## src/rtl/baw_card_eval.sv

```systemverilog
// Card evaluator: black/white card counts for two players, round comparison and
// a 16-bit MSB-first priority encoder. Every output is registered.
module baw_card_eval (
    input  logic        clk,
    input  logic        reset_n,
    input  logic [8:0]  p1_card,
    input  logic [8:0]  p2_card,
    input  logic [3:0]  p1_handcard,
    input  logic [3:0]  p2_handcard,
    input  logic [15:0] enc_in,
    output logic [3:0]  p1_black,
    output logic [3:0]  p1_white,
    output logic [3:0]  p2_black,
    output logic [3:0]  p2_white,
    output logic [1:0]  matchresult,
    output logic [3:0]  enc_out,
    output logic        enc_valid
);

    logic [3:0] p1_black_d, p1_black_q;
    logic [3:0] p1_white_d, p1_white_q;
    logic [3:0] p2_black_d, p2_black_q;
    logic [3:0] p2_white_d, p2_white_q;
    logic [1:0] matchresult_d, matchresult_q;
    logic [3:0] enc_out_d, enc_out_q;
    logic       enc_valid_d, enc_valid_q;

    // Odd card values are black, even values white.
    always_comb begin
        p1_black_d = {3'b000, p1_card[1]} + {3'b000, p1_card[3]}
                   + {3'b000, p1_card[5]} + {3'b000, p1_card[7]};
        p1_white_d = {3'b000, p1_card[0]} + {3'b000, p1_card[2]}
                   + {3'b000, p1_card[4]} + {3'b000, p1_card[6]}
                   + {3'b000, p1_card[8]};
        p2_black_d = {3'b000, p2_card[1]} + {3'b000, p2_card[3]}
                   + {3'b000, p2_card[5]} + {3'b000, p2_card[7]};
        p2_white_d = {3'b000, p2_card[0]} + {3'b000, p2_card[2]}
                   + {3'b000, p2_card[4]} + {3'b000, p2_card[6]}
                   + {3'b000, p2_card[8]};
    end

    always_comb begin
        matchresult_d = 2'b00;
        if (p1_handcard > p2_handcard) begin
            matchresult_d = 2'b01;
        end else if (p2_handcard > p1_handcard) begin
            matchresult_d = 2'b10;
        end
    end

    // Ascending scan so the highest set bit is the last one to win.
    always_comb begin
        enc_out_d   = 4'd0;
        enc_valid_d = |enc_in;
        for (int i = 0; i < 16; i++) begin
            if (enc_in[i]) begin
                enc_out_d = 4'(i);
            end
        end
    end

    always_ff @(posedge clk or negedge reset_n) begin
        if (!reset_n) begin
            p1_black_q    <= 4'd0;
            p1_white_q    <= 4'd0;
            p2_black_q    <= 4'd0;
            p2_white_q    <= 4'd0;
            matchresult_q <= 2'b00;
            enc_out_q     <= 4'd0;
            enc_valid_q   <= 1'b0;
        end else begin
            p1_black_q    <= p1_black_d;
            p1_white_q    <= p1_white_d;
            p2_black_q    <= p2_black_d;
            p2_white_q    <= p2_white_d;
            matchresult_q <= matchresult_d;
            enc_out_q     <= enc_out_d;
            enc_valid_q   <= enc_valid_d;
        end
    end

    assign p1_black    = p1_black_q;
    assign p1_white    = p1_white_q;
    assign p2_black    = p2_black_q;
    assign p2_white    = p2_white_q;
    assign matchresult = matchresult_q;
    assign enc_out     = enc_out_q;
    assign enc_valid   = enc_valid_q;

endmodule

```

## config.mk

```make
export PLATFORM = sky130hd
export DESIGN_NAME = baw_card_eval
export DESIGN_NICKNAME = d
export VERILOG_FILES = /design/src/rtl/baw_card_eval.sv
export SDC_FILE = /design/constraint.sdc
export NUM_CORES = 1
export LEC_CHECK = 0
export CAP_MARGIN = 20
export CORE_AREA = 4 4 57 59
export CTS_BUF_LIST = sky130_fd_sc_hd__clkbuf_8 sky130_fd_sc_hd__clkbuf_16
export CTS_CLUSTER_SIZE = 14
export DETAILED_ROUTE_END_ITERATION = 8
export DIE_AREA = 0 0 61 63
export GPL_TIMING_DRIVEN = 1
export PLACE_DENSITY_LB_ADDON = 0.08
export SLEW_MARGIN = 20
export SYNTH_ARGS = -nofsm -noshare
export SYNTH_HDL_FRONTEND = slang
export SYNTH_SLANG_ARGS = --single-unit
```

## constraint.sdc

```tcl
create_clock -name clk -period 0.8 [get_ports clk]
set_input_delay 0.08 -clock clk [delete_from_list [all_inputs] [get_ports clk]]
set_output_delay 0.08 -clock clk [all_outputs]
set_load 0.05 [all_outputs]
```

* Word level (Yosys, flattened, before mapping)
Index checks and enable logic that the tools add are counted.
** Storage, ports and cells
- Output and inout bits :: 23
- Input bits :: 44
- Logic and storage cells :: 41
- Register bits :: 23
** Cells by class
- Reduce and logical (&&, ||, !) cells :: 1
- Mux-type cells :: 17
- Add/sub/neg operators :: 14
- Order comparisons :: 2
** Operator list (number)
- 4-bit two-way mux :: 13
- 3-bit by 1-bit adder with 4-bit output :: 4
- 16-bit OR reduction :: 1
- 2-bit by 1-bit adder with 3-bit output :: 4
- 1-bit by 1-bit adder with 2-bit output :: 4
- 4-bit by 1-bit adder with 4-bit output :: 2
- 4-bit greater-than comparator :: 2
- 2-bit two-way mux :: 3
- 1-bit two-way mux :: 1

* Logic depth before layout (Yosys ltp)
Gate-level depths: netlist of the first run.
- Word-level depth :: 15
- Depth in mapped cells :: 6
- Mapped depth without buffers :: 6

* Worst setup path before layout of the first run
No wires, ideal clock.
- Path type :: input -> register
- From :: in p1_card[0]
- To :: reg p1_white_q[1], in the netlist p1_white[1]
- Stages :: 3
- Required time :: 0.674 ns
- Arrival :: 1.185 ns
- Path slack :: -0.510 ns
- Path buffers :: 0
- Cells stage by stage :: fa_1 > fa_1 > ha_1
** On the way
- Cells in the longest elaborated chain, start to end :: 4
** RTL lines
- start, declared :: line 6 : input logic [8:0] p1_card,
- 1-bit by 1-bit adder with 2-bit output :: line 32 : p1_white_d = {3'b000, p1_card[0]} + {3'b000, p1_card[2]}
- 2-bit by 1-bit adder with 3-bit output :: line 33 : + {3'b000, p1_card[4]} + {3'b000, p1_card[6]}
- 3-bit by 1-bit adder with 4-bit output :: line 33
- 4-bit by 1-bit adder with 4-bit output :: line 34 : + {3'b000, p1_card[8]};
- net p1_white_d[1] :: line 21 : logic [3:0] p1_white_d, p1_white_q;
- end signal, assigned :: line 73 : p1_white_q <= p1_white_d;
- end, declared :: line 21
The timed path passes the listed nets, and every way through them passes these cells.

* Worst setup path in the final report of the first run
- From :: in p1_card[2]
- To :: reg p1_white_q[1], in the netlist p1_white[1]
The elaborated chain is that of the path after synthesis.

==> results of run 1 <==
## metal layers
layer	global-route usage	share of wire	wire length (µm)
met5	0	0	0
met1	0.144	0.31	852
met4	0.0488	0.012	34
met3	0.0310	0.075	208
met2	0.298	0.60	1660
## worst paths after layout
check / to / cells after the start
worst max-delay path: p1_white[1] / 4
max in group asynchronous: p1_black[0] / 2
worst min-delay path: enc_valid / 3
min in group asynchronous: p1_black[2] / 2
## where the power goes
group / switching [W] / internal, W
combinational: 0.000832 / 0.000852
sequential: 0.000102 / 0.00109
clock: 0.000306 / 0.000345
## tightest hold or removal path, stage by stage
cell                      delay (ns)
sky130_fd_sc_hd__buf_2          0.11
sky130_fd_sc_hd__nor4_1         0.06
sky130_fd_sc_hd__nand4_1        0.08
## through the flow
| step | TNS, ns | power (W) | utilization | cells | hold slack [ns] |
|---|---|---|---|---|---|
| after floorplan | -4.05 | 0.00185 | - | 90 | -0.216 |
| after global placement | -13.51 | 0.00276 | 0.731 | 185 | 0.440 |
| after detailed placement | -14.02 | 0.00281 | 0.731 | 185 | 0.440 |
| after CTS | -4.32 | 0.00353 | 0.772 | 192 | 0.102 |
| after global routing | -4.56 | 0.00370 | 0.784 | 194 | 0.132 |
| final | -3.80 | 0.00352 | 0.784 | 194 | 0.123 |
## what timing repair did
action                                  CTS  global route
endpoints found under the hold margin     0             0
buffers inserted                          3             2
endpoints found under the setup margin   38            36
pin swaps                                20            15
gates resized for setup                 112            19
## Yosys cell counts (all sizes together)
cell,n,area share
dfrtp,19,0.48
nor2,7,0.026
nand2b,1,0.0063
a21oi,4,0.020
buf,4,0.030
o21a,1,0.0075
ha,10,0.13
nor4,5,0.031
a41oi,1,0.0088
nand4,1,0.0063
conb,1,0.0038
o41ai,1,0.016
fa,6,0.12
a221oi,1,0.015
a21boi,1,0.0075
o31ai,2,0.015
nand2,3,0.011
o21ai,1,0.0050
inv,18,0.068
## kinds of logic (layout without fill, tap and decap cells)
family | after synthesis | after routing | share of synthesized area
buffers and inverters | 22 | 95 | 0.0977
DFF | 19 | 19 | 0.476
and+or+nand+nor | 17 | 17 | 0.0815
adders and majority gates | 16 | 16 | 0.246
AOI/OAI and AO/OA | 12 | 12 | 0.0952
other | 1 | 4 | 0.00376
## state kept, by name, indices dropped and copies added (netlist names)
register	count
matchresult	2
p2_white	3
enc_out	4
enc_valid	1
p2_black	3
p1_black	3
p1_white	3
## layout make-up
| type | count | area [µm²] |
|---|---|---|
| clock buffer | 3 | 41.3 |
| inverter | 18 | 87.6 |
| tap | 31 | 38.8 |
| sequential | 19 | 475 |
| fill | 184 | 584 |
| timing repair buffer | 73 | 860 |
| clock inverter | 1 | 5.00 |
| multi-input combinational | 49 | 618 |
==> results.json, run 1 <==
{
  "status": "finished with violations",
  "violated_checks": "negative setup slack",
  "preCtsSetupSlack_ns": -0.996,
  "postSynthRegisterBits": 19,
  "wire_length_reported_by_the_detailed_router_um": 2760,
  "die_width_um": 61,
  "vdd_ir_drop_max_uv": 1140,
  "hp-class": "input pin to flop",
  "drt_drc_violations_left": 0,
  "grt_pass1_vias": 1024,
  "arrival_ns": 1.32,
  "final.period_utilization": 1.41,
  "die_area_um2": 3840,
  "grt_first_pass_wirelength_um": 4310,
  "worstPathMaxFanout": 1,
  "grt_util_all_layers": 0.151,
  "worst_setup_path_startpoint": "p1_card[2]",
  "origin_of_the_worst_min_delay_path": "enc_in[1]",
  "layout_commonest_cell": "sky130_fd_sc_hd__buf_12",
  "maxSlewViolCount": 0,
  "rows": 19,
  "ant_nets": 0,
  "grt_setup_unrepaired": "yes",
  "port_buffers": 62,
  "finalSetupViolCount": 31,
  "dpl.hpwl_um": 2200,
  "shortest_period_the_worst_path_allows_ns": 1.13,
  "hold_viol_final": 0,
  "worst_setup_hold_path_clk_slew_ns": 0.07,
  "syn_avg_cell_area_um2": 11.5,
  "cap_violations": 0,
  "finalNetCount": 224,
  "floorplan.initialDensity": 0.368,
  "vias_per_cell": 4.63,
  "critPathSlowestCell": "sky130_fd_sc_hd__fa_1",
  "power_leakage_nw": 0.980,
  "timing.setup.critical_path_class": "input pin to flop",
  "synth_cell_types": 19,
  "h_tree_levels": 1,
  "syn-cell-area_um2": 998,
  "synth_sequential_area_ratio": 0.476,
  "cp.required_ns": 1.00,
  "grt_start_max_net_pins": 20,
  "timing.critical_path.buf_inv": 1,
  "pwr_density_cell_nw_per_um2": 1660,
  "post-route-cell-area_um2": 2130,
  "place.gp.congestion": 0.684,
  "synth_warnings": 0,
  "cts_root_buf": "sky130_fd_sc_hd__clkbuf_8",
  "post_route_cells_drive_above_1_share": 0.558,
  "crit_path_start_kind": "input pin",
  "design.portCount": 67,
  "worst_path_largest_cell_delay_ns": 0.50,
  "drt_first_pass_iters": 4,
  "initialDrtViolationCount": 15,
  "die_h_um": 63,
  "area_growth_syn_to_layout_pct": 113,
  "ctsHoldBuffers": 0,
  "crit_path_end_kind": "flop",
  "placement.cell_area_um2": 1980,
  "layout.cells.most_common_list": "sky130_fd_sc_hd__buf_12 (20), sky130_fd_sc_hd__dfrtp_1 (19), sky130_fd_sc_hd__buf_4 (10)",
  "globalRouteOverflowTotal": 0,
  "clock_sinks": 19,
  "postSynthCellCount": 87,
  "core_area_um2": 2710,
  "cts_inserted_buffers": 3,
  "cp_top_family": "adder cells",
  "cts_buffer_depth": 2,
  "antenna_found_initial": 0,
  "finalWorstSetupSlack_ns": -0.326,
  "critical_path_cell_list": "buf_6 -> fa_1 -> fa_2 -> ha_4",
  "max_freq_mhz": 888,
  "cts_tree": "yes",
  "detailed_route_via_count": 898,
  "detailed_route_wire_length_per_cell_um": 14.2,
  "antenna-diode-count": 0
}
Note: power is estimated with default switching activity, not from simulation.
==> run 2, diff against run 1 <==
- CORE_AREA: 4 4 57 59 -> 2 2 55 57
- DIE_AREA: 0 0 61 63 -> 0 0 57 59
==> results.json, run 2 (synthesis results as in run 1) <==
{
  "multiInputGateArea_um2": 617,
  "grt_use_met1": 0.180,
  "shortest_period_the_worst_path_allows_ns": 1.12,
  "totalNegativeSetupSlack_ns": -3.80,
  "grt-busiest-layer": "met2",
  "cts_root_buf": "sky130_fd_sc_hd__clkbuf_8",
  "cap_violations": 0,
  "finalWorstSetupSlack_ns": -0.319,
  "finalSetupViolCount": 31,
  "grt_util_all_layers": 0.161,
  "finalNetCount": 222,
  "crit_path_start_kind": "input pin",
  "arrival_ns": 1.31,
  "worst_setup_path_startpoint": "p1_card[0]",
  "ctsHoldBuffers": 0,
  "grt_start_max_net_pins": 20,
  "clock_sinks": 19,
  "cp.required_ns": 0.99,
  "die_area_um2": 3360,
  "port_buffers": 62,
  "max_freq_mhz": 893,
  "vdd_ir_drop_max_uv": 1220,
  "timing.setup.critical_path_class": "input pin to flop",
  "wire_length_reported_by_the_detailed_router_um": 2730,
  "detailed_route_wire_length_per_cell_um": 14.2,
  "die_width_um": 57,
  "grt_pass1_vias": 889,
  "core_area_um2": 2710,
  "cts_tree": "yes",
  "layout_commonest_cell": "sky130_fd_sc_hd__buf_12",
  "power_leakage_nw": 0.963,
  "antenna-diode-count": 0,
  "detailed_route_via_count": 905,
  "h_tree_levels": 1,
  "dpl.hpwl_um": 2140,
  "hold_viol_final": 0,
  "groute.layer.met3.usage": 0.0175,
  "antenna_found_initial": 0,
  "crit_path_end_kind": "flop",
  "floorplan.initialDensity": 0.368,
  "final.period_utilization": 1.40,
  "design.portCount": 67,
  "violated_checks": "negative setup slack",
  "placement.cell_area_um2": 1990,
  "die_h_um": 59,
  "status": "finished with violations",
  "post_route_cells_drive_above_1_share": 0.559,
  "drt_first_pass_iters": 4,
  "maxSlewViolCount": 0,
  "vias_per_cell": 4.71,
  "area_growth_syn_to_layout_pct": 111,
  "origin_of_the_worst_min_delay_path": "enc_in[3]",
  "largest_reg_flops": 4,
  "hp-class": "input pin to flop",
  "worst_setup_hold_path_clk_slew_ns": 0.07,
  "cts_inserted_buffers": 3,
  "cts_buffer_depth": 2,
  "pwr_density_cell_nw_per_um2": 1660,
  "post-route-cell-area_um2": 2100,
  "rows": 19,
  "filler_cell_count": 185,
  "drt_drc_violations_left": 0,
  "grt_first_pass_wirelength_um": 4150,
  "globalRouteOverflowTotal": 0,
  "initialDrtViolationCount": 9,
  "worstPathMaxFanout": 1,
  "ant_nets": 0,
  "grt_setup_unrepaired": "yes",
  "place.gp.congestion": 0.675,
  "seqCellArea_um2": 475,
  "grtUsageMet2": 0.317,
  "layout.cells.most_common_list": "sky130_fd_sc_hd__buf_12 (20), sky130_fd_sc_hd__dfrtp_1 (19), sky130_fd_sc_hd__dlygate4sd2_1 (10)"
}
==> run 2: area by class of cell <==
cell class,count,area share
Clock inverter,1,0.00179
Tap cell,31,0.0185
Inverter,18,0.0405
Clock buffer,3,0.0196
Multi-Input combinational cell,49,0.293
Sequential cell,19,0.226
Timing Repair Buffer,71,0.400
==> run 2: critical path, cell delays in order <==
cell                    delay (ns)
sky130_fd_sc_hd__buf_6        0.09
sky130_fd_sc_hd__fa_1         0.49
sky130_fd_sc_hd__fa_2         0.38
sky130_fd_sc_hd__ha_4         0.27
==> run 2: power breakdown <==
part | leakage [nW] | internal [W] | total, W | switching (W)
combinational | 0.720 | 0.000834 | 0.00166 | 0.000828
sequential | 0.217 | 0.00109 | 0.00119 | 0.000103
clock | 0.0269 | 0.000340 | 0.000632 | 0.000292
total | 0.963 | 0.00226 | 0.00348 | 0.00122
==> run 2: stage by stage <==
stage                     cells  total power [W]  hold WS, ns  utilization  setup slack (ns)
after floorplan              90          0.00185       -0.216            -            -0.465
after global placement      186          0.00277        0.438        0.734            -0.967
after detailed placement    186          0.00281        0.438        0.734             -1.01
after CTS                   192          0.00346        0.117        0.762            -0.373
after global routing        192          0.00365        0.127        0.776            -0.328
final                       192          0.00348        0.123        0.776            -0.319
==> run 2: timing repair <==
item,in CTS,in global routing
pin swaps,19,15
buffers inserted,2,0
endpoints found under the setup margin,38,37
gates resized for setup,110,21
==> run 2: path summary, 6_finish.rpt <==
| check | cells past startpoint | end |
|---|---|---|
| max | 4 | p1_white[1] |
| min | 3 | enc_valid |
| max in group asynchronous | 2 | p1_white[1] |
| min in group asynchronous | 2 | p2_black[1] |
==> run 2: layer usage <==
metal  vias up  wire, µm
li1        427         -
met1       429       940
met2        43      1560
met3         6       171
met4         0        49
met5         -         0
